==> config.mk <==
export PLATFORM = sky130hd
export DESIGN_NAME = muldiv_unit
export DESIGN_NICKNAME = d
export VERILOG_FILES = /design/src/rtl/muldiv_unit.sv
export SDC_FILE = /design/constraint.sdc
export NUM_CORES = 1
export LEC_CHECK = 0
export BUFFER_PORTS_ARGS = -buffer_cell sky130_fd_sc_hd__clkbuf_2
export CAP_MARGIN = 20
export CORE_MARGIN = 3
export CORE_UTILIZATION = 55
export CTS_CLUSTER_SIZE = 8
export DETAILED_ROUTE_END_ITERATION = 8
export GPL_TIMING_DRIVEN = 0
export PLACE_DENSITY = 0.72
export SLEW_MARGIN = 10
export SYNTH_ARGS = -nofsm -noshare
export SYNTH_HDL_FRONTEND = slang
export SYNTH_SLANG_ARGS = --single-unit
==> constraint.sdc <==
create_clock -name clk -period 3.89 [get_ports clk]
set_clock_uncertainty 0.1 [all_clocks]
set_input_delay 0.778 -clock clk [delete_from_list [all_inputs] [get_ports clk]]
set_output_delay 0.778 -clock clk [all_outputs]
set_load 0.03 [all_outputs]
==> src/rtl/muldiv_unit.sv <==
// muldiv_unit: radix-2 iterative MUL/MULH/DIV/REM with valid/ready write-back.
// Two's-complement operation is built only when MULDIV_SIGNED_EN is defined.
module muldiv_unit #(
  parameter int DATA_W = 32,
  parameter int ADDR_W = 6
) (
  input  logic              clk,
  input  logic              rst_n,
  input  logic              req_valid,
  output logic              req_ready,
  input  logic [1:0]        req_op,
  input  logic              req_signed,
  input  logic [DATA_W-1:0] req_a,
  input  logic [DATA_W-1:0] req_b,
  input  logic [ADDR_W-1:0] req_dst,
  input  logic              kill,
  output logic              busy,
  output logic              wb_valid,
  input  logic              wb_ready,
  output logic [ADDR_W-1:0] wb_addr,
  output logic [DATA_W-1:0] wb_data
);

  localparam int CW = $clog2(DATA_W);
  localparam logic [CW-1:0] LAST = CW'(DATA_W - 1);

  typedef enum logic [1:0] {
    IDLE,
    CALC,
    DONE
  } state_t;

  state_t state;

  logic [CW-1:0]     cnt;
  logic              fin;
  logic [1:0]        op;
  logic [ADDR_W-1:0] dst;
  logic [DATA_W-1:0] opa;
  logic [DATA_W-1:0] opb;
  logic [DATA_W-1:0] hi;
  logic [DATA_W-1:0] lo;

  logic [DATA_W-1:0]   mag_a;
  logic [DATA_W-1:0]   mag_b;
  logic [DATA_W:0]     msum;
  logic [DATA_W:0]     dshift;
  logic [DATA_W:0]     ddiff;
  logic [2*DATA_W-1:0] prod;
  logic [2*DATA_W-1:0] prod_c;
  logic [DATA_W-1:0]   quo_c;
  logic [DATA_W-1:0]   rem_c;
  logic [DATA_W-1:0]   res;

`ifdef MULDIV_SIGNED_EN
  logic neg_q;
  logic neg_r;
  logic a_neg;
  logic b_neg;
  logic q_neg_in;

  assign a_neg    = req_signed & req_a[DATA_W-1];
  assign b_neg    = req_signed & req_b[DATA_W-1];
  // a zero divisor keeps the all-ones quotient unsigned
  assign q_neg_in = (a_neg ^ b_neg) & (|req_b);
  assign mag_a    = a_neg ? -req_a : req_a;
  assign mag_b    = b_neg ? -req_b : req_b;
  assign prod_c   = neg_q ? -prod : prod;
  assign quo_c    = neg_q ? -lo : lo;
  assign rem_c    = neg_r ? -hi : hi;
`else
  logic unused_sgn;

  assign unused_sgn = req_signed;
  assign mag_a      = req_a;
  assign mag_b      = req_b;
  assign prod_c     = prod;
  assign quo_c      = lo;
  assign rem_c      = hi;
`endif

  // multiply: {hi,lo} holds the product with multiplier bits shifting out of lo
  assign msum   = {1'b0, hi} + (lo[0] ? {1'b0, opa} : '0);
  // divide: hi is the partial remainder, lo shifts dividend out / quotient in
  assign dshift = {hi, lo[DATA_W-1]};
  assign ddiff  = dshift - {1'b0, opb};
  assign prod   = {hi, lo};

  always_comb begin
    res = prod_c[DATA_W-1:0];
    unique case (op)
      2'b00:   res = prod_c[DATA_W-1:0];
      2'b01:   res = prod_c[2*DATA_W-1:DATA_W];
      2'b10:   res = quo_c;
      default: res = rem_c;
    endcase
  end

  always_ff @(posedge clk or negedge rst_n) begin
    if (!rst_n) begin
      state     <= IDLE;
      req_ready <= 1'b1;
      busy      <= 1'b0;
      wb_valid  <= 1'b0;
      wb_addr   <= '0;
      wb_data   <= '0;
      cnt       <= '0;
      fin       <= 1'b0;
      op        <= '0;
      dst       <= '0;
      opa       <= '0;
      opb       <= '0;
      hi        <= '0;
      lo        <= '0;
`ifdef MULDIV_SIGNED_EN
      neg_q     <= 1'b0;
      neg_r     <= 1'b0;
`endif
    end else begin
      unique case (state)
        IDLE: begin
          if (req_valid && !kill) begin
            state     <= CALC;
            req_ready <= 1'b0;
            busy      <= 1'b1;
            op        <= req_op;
            dst       <= req_dst;
            opa       <= mag_a;
            opb       <= mag_b;
            hi        <= '0;
            lo        <= req_op[1] ? mag_a : mag_b;
            cnt       <= '0;
            fin       <= 1'b0;
`ifdef MULDIV_SIGNED_EN
            neg_q     <= q_neg_in;
            neg_r     <= a_neg;
`endif
          end
        end
        CALC: begin
          if (kill) begin
            state     <= IDLE;
            req_ready <= 1'b1;
            busy      <= 1'b0;
            wb_valid  <= 1'b0;
          end else if (!fin) begin
            if (!op[1]) begin
              hi <= msum[DATA_W:1];
              lo <= {msum[0], lo[DATA_W-1:1]};
            end else begin
              hi <= ddiff[DATA_W] ? dshift[DATA_W-1:0]
                                  : ddiff[DATA_W-1:0];
              lo <= {lo[DATA_W-2:0], ~ddiff[DATA_W]};
            end
            if (cnt == LAST) begin
              fin <= 1'b1;
            end else begin
              cnt <= cnt + 1'b1;
            end
          end else if (dst == '0) begin
            state     <= IDLE;
            req_ready <= 1'b1;
            busy      <= 1'b0;
          end else begin
            state    <= DONE;
            wb_valid <= 1'b1;
            wb_addr  <= dst;
            wb_data  <= res;
          end
        end
        DONE: begin
          if (kill || wb_ready) begin
            state     <= IDLE;
            req_ready <= 1'b1;
            busy      <= 1'b0;
            wb_valid  <= 1'b0;
          end
        end
        default: begin
          state     <= IDLE;
          req_ready <= 1'b1;
          busy      <= 1'b0;
          wb_valid  <= 1'b0;
        end
      endcase
    end
  end

endmodule

# After elaboration in Yosys (flattened, before gate mapping)

Index checks and enable logic that the tools add are counted.

Register bits after elaboration: 185

$add $sub $neg: 3
Equality and inequality tests: 12
Mux-type cells: 45
Bitwise gates (word level): 4
Reduce and logical (&&, ||, !) cells: 16

Operators with widths:

| operator                                                         | count |
|---|---|
| 32-bit two-way mux                                               | 12 |
| 32-bit one-hot mux with 2 select lines                           | 2 |
| 32-bit by 32-bit adder with 33-bit output                        | 1 |
| 33-bit by 32-bit subtractor with 33-bit output                   | 1 |
| 5-bit two-way mux                                                | 4 |
| 1-bit two-way mux                                                | 16 |
| 4-bit AND reduction                                              | 4 |
| 2-bit two-way mux                                                | 5 |
| 2-bit != test (second input constant)                            | 5 |
| 5-bit one-hot mux with 2 select lines                            | 1 |
| 3-bit != test (second input constant)                            | 3 |
| 1-bit one-hot mux with 3 select lines                            | 3 |
| 6-bit zero test                                                  | 1 |
| 2-bit one-hot mux with 3 select lines                            | 1 |
| 3-bit AND reduction                                              | 2 |
| 5-bit by 1-bit adder with 5-bit output (second input constant)   | 1 |
| 5-bit == test (second input constant)                            | 1 |
| 5-bit AND reduction                                              | 1 |
| 2-bit == test (second input constant)                            | 2 |
| 2-bit zero test                                                  | 2 |
| 1-bit NOT                                                        | 4 |
| 2-bit by 1-bit == test with 1-bit output (second input constant) | 1 |
| 1-bit one-hot mux with 2 select lines                            | 1 |
| 2-bit AND reduction                                              | 1 |
| other kinds (5)                                                  | 5 |

# Logic depth before layout (Yosys ltp)

Gate-level depths: netlist of the first run.

Depth in word-level cells: 6
Mapped depth: 14
Depth with buffers taken out: 13

# Worst setup path before layout of the first run

OpenSTA, ideal clock, no wires.

Path kind: register to register
Start point: register lo[31]
End point: register hi[3]
Setup time: 126 ps
Arrival time: 2,795 ps
Data required time: 3,664 ps
Slack: 869 ps
Cell stages (with the launch flop): 14
Path buffers: 1
Period minus slack after synthesis: 3,021 ps
Cells stage by stage: dfrtp_1 > inv_1 > ha_1 > fa_1 > nand2b_1 > a21o_1 > a32oi_2 > a211o_1 > a41oi_2 > xnor2_2 > buf_6 > mux2_1 > a21oi_1 > o21ai_1

Longest elaborated chain between the ends: 6

Ends and longest elaborated chain:

| element                                        | RTL line | source |
|---|---|---|
| start, declared                                | 42       | `logic [DATA_W-1:0] lo;` |
| start signal, assigned                         | 131      | `lo <= req_op[1] ? mag_a : mag_b;` |
| start signal, assigned                         | 149      | `lo <= {msum[0], lo[DATA_W-1:1]};` |
| start signal, assigned                         | 153      | `lo <= {lo[DATA_W-2:0], ~ddiff[DATA_W]};` |
| 33-bit by 32-bit subtractor with 33-bit output | 86       | `assign ddiff = dshift - {1'b0, opb};` |
| 32-bit two-way mux                             | 151      | `hi <= ddiff[DATA_W] ? dshift[DATA_W-1:0]` |
| 32-bit two-way mux                             | 147      | `if (!op[1]) begin` |
| 32-bit two-way mux                             | 146      | `end else if (!fin) begin` |
| 32-bit two-way mux                             | 141      | `if (kill) begin` |
| 32-bit one-hot mux with 2 select lines         | 120      | `unique case (state)` |
| end signal, assigned                           | 148      | `hi <= msum[DATA_W:1];` |
| end signal, assigned                           | 151      |  |
| end, declared                                  | 41       | `logic [DATA_W-1:0] hi;` |

Every way passes these cells. The select of a mux whose other input is x is not followed.
A chain may end at the register's enable or synchronous reset.

# Final worst setup path of the first run

Start point: register lo[0]
End point: register hi[25]

Longest elaborated chain between the ends: 6

Ends and longest elaborated chain:

| element                                   | RTL line | source |
|---|---|---|
| 32-bit two-way mux                        | 83       | `assign msum = {1'b0, hi} + (lo[0] ? {1'b0, opa} : '0);` |
| 32-bit by 32-bit adder with 33-bit output | 83       |  |
| 32-bit two-way mux                        | 147      |  |
| 32-bit two-way mux                        | 146      |  |
| 32-bit two-way mux                        | 141      |  |
| 32-bit one-hot mux with 2 select lines    | 120      |  |

Every way passes these cells. The select of a mux whose other input is x is not followed.

==> results of run 1 <==
## per-stage QoR
step / instance area, um2 / utilization (%)
2_1_floorplan: 12340 / -
3_3_place_gp: 13270 / 60.43
3_5_place_dp: 13330 / 60.72
4_1_cts: 13960 / 63.56
5_1_grt: 13990 / 63.72
6_report: 13990 / 63.72
## cells in the final DEF (no fill, tap or decap), types with 10 or more instances in the layout
master | netlist | routed
clkbuf_1 | 55 | 54
clkbuf_2 | 1 | 117
inv_1 | 53 | 53
a211oi_1 | 13 | 13
nand3_1 | 23 | 23
o21ai_0 | 150 | 149
xor2_1 | 16 | 16
buf_1 | 14 | 14
and3_1 | 13 | 13
and2_1 | 34 | 34
a21o_1 | 31 | 31
ha_1 | 66 | 66
o21ai_1 | 9 | 10
nor3_1 | 21 | 21
clkbuf_16 | 0 | 17
mux2_2 | 24 | 24
nor2_1 | 66 | 65
nor2b_1 | 10 | 10
xnor2_1 | 29 | 29
a31oi_1 | 12 | 12
nand2b_1 | 11 | 11
dfrtp_1 | 184 | 184
nand2_1 | 283 | 283
a21oi_1 | 82 | 81
a22oi_1 | 11 | 11
mux2i_1 | 104 | 104
## layer usage
metal  routed length, um  up-vias  GRT usage (%)
li1                    -     5360              -
met1               17770     5602          48.39
met2               18010      634          51.50
met3                3983      114          6.657
met4                1860        0          15.31
met5                   0        -              0
## registers in the layout (all words and copies together) (netlist names)
| register | cells |
|---|---|
| wb_data | 32 |
| dst | 6 |
| fin | 1 |
| state | 2 |
| lo | 32 |
| hi | 32 |
| req_ready | 1 |
| op | 2 |
| wb_addr | 6 |
| cnt | 5 |
| busy | 1 |
| opb | 32 |
| wb_valid | 1 |
| opa | 32 |
## cell type report
cell class | instances | area (um2)
clock buffer | 17 | 425.4
tap | 280 | 350.3
multi-input combinational | 1121 | 7192
buffer | 79 | 331.6
clock inverter | 15 | 198.9
inverter | 55 | 206.4
fill | 1899 | 7968
timing repair buffer | 119 | 655.6
sequential | 185 | 4631
## power by group
part           switching [mW]  total [mW]  internal [mW]
Clock                   0.933        1.87          0.933
Sequential              0.344        2.58           2.23
Combinational            1.87        3.06           1.19
## kinds of logic after synthesis
group           Yosys count  synth area share, %
simple gates            487                17.36
compound gates          391                19.69
flops                   185                37.53
buf+inv                 134                4.350
mux                     129                10.72
fa+ha+maj                68                7.018
xor+xnor                 46                3.326
## how the worst max path moves through the flow
stage	slack, ns	cells past startpoint	to	from
finish	0.12	12	hi[25]	lo[0]
global route	0.004	12	hi[25]	lo[0]
CTS	0.05	13	hi[29]	lo[31]
detailed placement	-0.04	10	hi[28]	kill
global placement	-1.71	1	opb[25]	rst_n
floorplan	0.87	13	hi[3]	lo[31]
==> impl_results.md, run 1 <==
* Global-route wire length before repair at 63.67 mm
* Most common cell on crit path: a21oi_1
* Initial antenna violation count at 0
* Crit path launch type: register
* Worst IR Drop VDD at 0.3440 mV
* Num CTS Buffers at 17
* Setup WS post-layout at 0.1224 ns
* Synth top area share at between 30% and 40%
* Post-Syn Area at roughly 12000 um2
* H-tree lvl count at 4
* Number of unique standard cell types used by synthesis at 75
* TritonCTS clock tree: built
* Clock Pin Slew Worst Setup and Hold Paths at around 0.090 ns
* WS Path Type: reg2reg
* Fin nets at about 1700
* Pwr Total at 7.505 mW
* CP max FO at 10
* Dpl hpwl at roughly 31 mm
* Chip height at 155.8 um
* Largest area contributor in the netlist: dfrtp_1
* HP Class: in2async
* DRT Wirelength at between 40 and 50 mm
* DRC at 0
* Delay-heaviest family, CP: compound AO/OA/AOI/OAI gates
* Via count at 11710
* Setup violators final at 0
* Maxcap violations at 0
* Reg2reg path depth at 12
* Syn Nets at 1586
* Vias per inst at 6.259
* Largest net degree at the start of global routing at 74
* Hold slack at between 0.15 and 0.2 ns
* WL per Instance at about 22 um
* FP Rows at 54
* GR Util All Layers at ~34%
* Setup TNS at 0 ns
* Area Overhead vs Synth at 13.40%
* Max Clk Rate at roughly 270 MHz
* Max-slew violations at 0
* Req. time, crit path at roughly 4.1 ns
* Clock Sinks at ~190
* Fin. Hold Viols at 0
* Worst path max stage delay at around 0.55 ns
* Final antenna-violating net count at 0
* Inserted Diodes at 0
* Ys async rst share at 100.0%
* Slowest stage cell, crit path: dfrtp_1
* Placeable Area at 21960 um2
* Synth warn at 0
* Crit path DAT at 4.02 ns
* Post-CTS Setup Inserts at 0
* R2R setup slack at between 0.1 and 0.15 ns
* Mapped Avg Cell Area at around 8.6 um2
* Ys flop type: dfrtp_1
* Post-synthesis sequential area ratio at between 30% and 40%
* Most frequent cell after synthesis: nand2_1
* FF-to-FF End: hi[25]
* Starting density of the core at a little under three fifths
* Crit end category: register
* Fin crit period at between 3 and 4 ns
* Post-synth EDFFs at 0
* Global route overflow at 0
* Clock Latency Late Sink at roughly 0.46 ns
* Max_slew headroom at between 20% and 30%
* Worst R2R Start: lo[0]
* Post-CTS resize count at 0
* Area contributors post-synth: dfrtp_1 (37%), nand2_1 (8.6%), mux2i_1 (8.4%), ha_1 (6.7%), o21ai_0 (6.1%)
* Max Root-Sink Buffers at 2
* Boundary Pins at 119
* RSZ-0062 raised after global routing: no
* Clock Tree Root: clkbuf_16
* Hold-fix buffers, CTS at 0
* Synth cell count leaders: nand2_1 (283), dfrtp_1 (184), o21ai_0 (150)
* Slew @ Worst Pin at 1.127 ns
* Placer congestion estimate at 1.016
* Die Wd at 155.8 um
* Worst slack, placed at -0.03902 ns
* CP Cell Sequence: clkbuf_1 > nand2_1 > fa_1 > nand2b_1 > a21oi_1 > o21ai_1 > a21oi_1 > o21ai_0 > a211oi_1 > mux2i_1 > o2bb2ai_1 > a221o_1
* Layout cell share with drive strength beyond 1 at between 10% and 20%
* Final Cycle Share at 96.85%
* Pre-Repair DR Iteration Count at 5
* Leakage at roughly 7.0 nW
* Final std cells w/o fill at about 1900
* Cell Pwr Density at 536.4 nW/um2
* Worst Path Buf+Inv at 1
* #FFs+latches synth at 185
* Cell count after synthesis at roughly 1400
* Die ar. at about 24000 um2
* Vias in the first global route at around 11000
* Status: complete, no violations
* Initial DRC count at around 1200
* Port Buffers at approximately 120
* Placed cell count at about 1800
Note: power is estimated with default switching activity, not from simulation.
==> inputs of run 2 (changes only) <==
- CORE_UTILIZATION: 55 -> 40
- PLACE_DENSITY: 0.72 -> unset
- PLACE_DENSITY_LB_ADDON: unset -> 0.08
==> run 2 against run 1 <==
  * Design area is 0.98% higher
  * Register-to-register slack hardly changed
  * First-iteration DRC count decreased by 14%
  * Via count down 3.3%
  * Flip-flop and latch count unchanged
==> impl_results.md, run 2 (synthesis gave the netlist of run 1 again) <==
* Starting density of the core at 41.08% (-15 points)
* TritonCTS clock tree: built
* Slowest stage cell, crit path: dfrtp_1
* Reg2reg path depth at 12 (unchanged)
* Vias per inst at 5.717 (-8.7%)
* Dpl hpwl at 34.31 mm (+11%)
* Inserted Diodes at 0 (unchanged)
* Initial DRC count at 1026 (-14%)
* Clock Pin Slew Worst Setup and Hold Paths at 0.09 ns (about the same)
* Setup TNS at 0 ns (unchanged)
* Placeable Area at 30030 um2 (+37%)
* Crit path DAT at 3.98 ns (-0.04 ns)
* Port Buffers at 116 (unchanged)
* Largest net degree at the start of global routing at 68 (-8.1%)
* CP max FO at 10 (unchanged)
* Maxcap violations at 0 (unchanged)
* Hold-fix buffers, CTS at 0 (unchanged)
* Via count at 11325 (-3.3%)
* Pre-Repair DR Iteration Count at 5 (unchanged)
* Most common cell on crit path: o211ai_1
* Max_slew headroom at 29.41% (+4.6 points)
* R2R setup slack at 0.13 ns (about the same)
* Die Wd at 181.6 um (+17%)
* Cell Pwr Density at 527.3 nW/um2 (-1.7%)
* Placed cell count at 1948 (+6.0%)
* Final std cells w/o fill at 1981 (+5.9%)
* Die ar. at 32990 um2 (+36%)
* Layout cell share with drive strength beyond 1 at 13.39% (+0.44 points)
* Num CTS Buffers at 17 (unchanged)
* Worst IR Drop VDD at 0.3444 mV (+0.11%)
* FF-to-FF End: hi[30]
* FP Rows at 63 (+17%)
* Clock Sinks at 185 (unchanged)
* Global-route wire length before repair at 68.48 mm (+7.6%)
* Hold slack at 0.1897 ns (+0.01282 ns)
* Final antenna-violating net count at 0 (unchanged)
* Max-slew violations at 0 (unchanged)
* Leakage at 6.949 nW (-0.11%)
* HP Class: in2async
* Fin crit period at 3.755 ns (-0.01242 ns)
* Clock Latency Late Sink at 0.46 ns (about the same)
* Chip height at 181.6 um (+17%)
* Worst Path Buf+Inv at 1 (unchanged)
* WL per Instance at 22.68 um (+1.9%)
* Boundary Pins at 119 (unchanged)
* Slew @ Worst Pin at 1.059 ns (-0.06835 ns)
* Req. time, crit path at 4.12 ns (-0.02 ns)
* Crit path launch type: register
* Max Clk Rate at 266.3 MHz (+0.33%)
* Delay-heaviest family, CP: compound AO/OA/AOI/OAI gates
* Worst R2R Start: lo[0]
* Setup violators final at 0 (unchanged)
* Max Root-Sink Buffers at 2 (unchanged)
* Placer congestion estimate at 0.9114 (-10%)
* DRC at 0 (unchanged)
* Area Overhead vs Synth at 14.51%
* DRT Wirelength at 44.93 mm (+7.9%)
* Final Cycle Share at 96.54% (-0.32 points)
* Commonest non-fill, non-tap cell in the layout: nand2_1
* Crit end category: register
* Initial antenna violation count at 2 (+2)
* Fin nets at 1724 (unchanged)
* Post-CTS Setup Inserts at 0 (unchanged)
* H-tree lvl count at 4 (unchanged)
* RSZ-0062 raised after global routing: no
* Global route overflow at 0 (unchanged)
* GR Util All Layers at 27.24% (-7.0 points)
* Worst path max stage delay at 0.54 ns (about the same)
* CP Cell Sequence: clkbuf_2 > and2_1 > ha_1 > a211oi_1 > nor2_1 > a311oi_1 > o211ai_1 > o221ai_2 > o31ai_2 > o21ai_0 > mux2i_1 > o211ai_1
* Commonest cells after routing, fill and taps aside: nand2_1 (283), dfrtp_1 (184), o21ai_0 (149)
* Clock Tree Root: clkbuf_16
* WS Path Type: reg2reg
* Status: complete, no violations
* Fin. Hold Viols at 0 (unchanged)
* Vias in the first global route at 11138 (-0.018%)
## run 2: repair_timing
item	CTS	global route
gates resized for setup	4	15
setup endpoints to repair	8	20
pin swaps	0	0
## run 2: metrics by stage
| stage | util (%) | setup WS [ns] | total power [mW] | cell area, um2 |
|---|---|---|---|---|
| 6_report | 47.04 | 0.1348 | 7.450 | 14130 |
| 2_1_floorplan | - | 0.8689 | 4.629 | 12340 |
| 3_3_place_gp | 44.64 | -1.900 | 5.598 | 13410 |
| 3_5_place_dp | 44.85 | -0.2329 | 5.627 | 13470 |
| 5_1_grt | 47.04 | 0.02094 | 7.907 | 14130 |
| 4_1_cts | 46.84 | 0.02845 | 7.416 | 14070 |
## run 2: final cells by class
type | count | area (um2)
plain buffers | 79 | 340.3
clock buffers | 17 | 425.4
clock inverters | 15 | 156.4
fillers | 3033 | 15900
inverters | 55 | 206.4
multi-input cells | 1121 | 7226
flip-flops and latches | 185 | 4631
well taps | 390 | 488.0
repair buffers | 119 | 655.6
## run 2: per-layer routing
layer  global-route usage, %  wire length (um)  vias to the layer above
li1                        -                 -                     5353
met1                   38.87             21160                     5486
met2                   40.77             19240                      409
met3                   5.889              3053                       73
met4                   9.689              1444                        4
met5                       0                31                        -
## run 2: report_power, final
part | total [mW] | switching [mW] | internal (mW)
logic | 3.10 | 1.90 | 1.20
registers | 2.58 | 0.346 | 2.23
clock network | 1.77 | 0.911 | 0.860
total | 7.45 | 3.16 | 4.29
## run 2: worst max path at each step
stage	startpoint	endpoint	slack (ns)	cells past startpoint
after global placement	rst_n	opb[16]	-1.90	1
final	lo[0]	hi[30]	0.13	12
after CTS	lo[31]	hi[29]	0.03	13
after global routing	lo[0]	hi[25]	0.02	13
after detailed placement	lo[0]	hi[30]	-0.23	12
after floorplan	lo[31]	hi[3]	0.87	13
==> inputs of run 3 (changes only) <==
- clock period: 3.89 -> 4.7 ns (I/O delays scaled with it)
==> run 3 against run 2 <==
  * Die area did not move
  * Sequential power is 17% lower
  * Total power fell by 18%
  * Highest routed layer unchanged
  * Count of clock-buffer cells in the layout is the same
  * Critical path type unchanged
==> impl_results.md, run 3 (synthesis gave the netlist of run 1 again) <==
* Port Buffers at 116 (unchanged)
* Worst IR Drop VDD at 0.2838 mV (-18%)
* Vias in the first global route at 11137 (-0.0090%)
* Die Wd at 181.6 um (unchanged)
* Pre-Repair DR Iteration Count at 5 (unchanged)
* Largest net degree at the start of global routing at 68 (unchanged)
* Crit end category: register
* Leakage at 6.934 nW (-0.21%)
* Cell Pwr Density at 436.3 nW/um2 (-17%)
* Starting density of the core at 41.08% (unchanged)
* DRT Wirelength at 44.84 mm (-0.19%)
* TritonCTS clock tree: built
* Post-layout util at 46.84% (-0.21 points)
* Fin crit period at 4.337 ns (+0.5818 ns)
* Worst R2R Start: lo[0]
* Global-route wire length before repair at 68.48 mm (unchanged)
* Crit path launch type: register
* Fin. Hold Viols at 0 (unchanged)
* Initial antenna violation count at 2 (unchanged)
* Setup violators final at 0 (unchanged)
* Clock Sinks at 185 (unchanged)
* Filler cells at 3044 (+0.36%)
* CP max FO at 10 (unchanged)
* Final antenna-violating net count at 0 (unchanged)
* Area Overhead vs Synth at 14.00%
* H-tree lvl count at 4 (unchanged)
* Req. time, crit path at 4.92 ns (+0.80 ns)
* WS Path Type: reg2reg
* Reg2reg path depth at 12 (unchanged)
* Slew @ Worst Pin at 1.073 ns (+0.01422 ns)
* Initial DRC count at 1077 (+5.0%)
* Sw frac at 42.36% (-0.077 points)
* Clock Latency Late Sink at 0.46 ns (about the same)
* Sw power at 2.599 mW (-18%)
* Boundary Pins at 119 (unchanged)
* R2R setup slack at 0.36 ns (+0.23 ns)
* Max-slew violations at 0 (unchanged)
* Global route overflow at 0 (unchanged)
* Max Clk Rate at 230.6 MHz (-13%)
* Commonest cells after routing, fill and taps aside: nand2_1 (283), dfrtp_1 (184), o21ai_0 (150)
* Setup WS post-layout at 0.3630 ns (+0.2282 ns)
* Chip height at 181.6 um (unchanged)
* WL per Instance at 22.63 um (-0.24%)
* Placed cell count at 1948 (unchanged)
* Crit path DAT at 4.56 ns (+0.58 ns)
* Post-CTS resize count at 0 (-4)
* P_int at 3.537 mW (-18%)
* FP Rows at 63 (unchanged)
* Commonest non-fill, non-tap cell in the layout: nand2_1
* Combinational share of power at 41.4% (-0.2 points)
* Layout cell share with drive strength beyond 1 at 12.63% (-0.75 points)
* Flop pwr share at 34.8% (+0.2 points)
* RSZ-0062 raised after global routing: no
* Max Root-Sink Buffers at 2 (unchanged)
* DRC at 0 (unchanged)
* Final std cells w/o fill at 1982 (+0.050%)
* Setup TNS at 0 ns (unchanged)
* Post-CTS Setup Inserts at 0 (unchanged)
* Status: complete, no violations
* Clock Tree Root: clkbuf_16
* GR Util All Layers at 27.24% (unchanged)
* HP Class: in2async
* Final Cycle Share at 92.28% (-4.3 points)
* FF-to-FF End: hi[30]
* Placer congestion estimate at 0.9114 (unchanged)
* Num CTS Buffers at 17 (unchanged)
* Fin nets at 1724 (unchanged)
* Vias per inst at 5.708 (-0.15%)
* Hold-fix buffers, CTS at 0 (unchanged)
* Clock Pin Slew Worst Setup and Hold Paths at 0.08 ns (about the same)
* Via count at 11314 (-0.097%)
* Placeable Area at 30030 um2 (unchanged)
* Die ar. at 32990 um2 (unchanged)
* Max_slew headroom at 28.46% (-0.95 points)
* Clk network pwr share at 23.8% (about the same)
* Worst slack, placed at 0.4361 ns (+0.6690 ns)
* Hold slack at 0.3518 ns (+0.1621 ns)
* Dpl hpwl at 34.31 mm (unchanged)
* Maxcap violations at 0 (unchanged)
==> run 3: layer usage <==
layer	part of all wire [%]	vias to the layer above	GRT usage (%)	wire, um
met5	0.069	-	0	31
met4	3.2	4	9.689	1443
met3	7.1	69	5.889	3186
met2	43	412	40.77	19210
met1	47	5476	38.87	20970
li1	-	5353	-	-
==> run 3: how the worst max path moves through the flow <==
stage	startpoint	to	slack (ns)	cells after the start
after CTS	lo[0]	hi[30]	0.57	12
final	lo[0]	hi[30]	0.36	12
after global placement	rst_n	opb[16]	-1.25	1
after global routing	lo[0]	hi[30]	0.24	12
after floorplan	lo[31]	hi[3]	1.68	13
after detailed placement	kill	hi[29]	0.44	10
==> run 3: cell type report <==
cell class,count,area [um2],share of cell area [%]
inverter,55,206.4,1.468
multi-input combinational,1121,7171,50.98
sequential,185,4631,32.92
clock inverter,15,156.4,1.112
clock buffer,17,425.4,3.024
antenna,1,2.502,0.01779
timing repair buffer,119,655.6,4.661
buffer,79,330.3,2.348
tap,390,488.0,3.469
==> run 3: power groups by stage <==
stage	registers, mW	logic, mW	clock network, mW
floorplan	2.04	1.79	0
global placement	2.15	2.48	0
detailed placement	2.15	2.50	0
CTS	2.12	2.52	1.49
global route	2.16	2.81	1.55
finish	2.13	2.54	1.46
==> run 3: worst max-delay path, cell delays in order (launching register included) <==
cell	delay, ns
dfrtp_1	0.54
clkbuf_1	0.51
and2_1	0.22
ha_1	0.24
o21ai_0	0.13
o21ai_0	0.54
nand4b_1	0.19
o211ai_1	0.23
o221ai_1	0.36
o31ai_1	0.60
o21ai_0	0.24
mux2i_1	0.19
o211ai_1	0.10
==> run 3: through the flow <==
| stage | power, mW | area [um2] |
|---|---|---|
| finish | 6.137 | 14070 |
| detailed placement | 4.657 | 13470 |
| floorplan | 3.831 | 12340 |
| global placement | 4.633 | 13410 |
| CTS | 6.135 | 14050 |
| global route | 6.520 | 14060 |
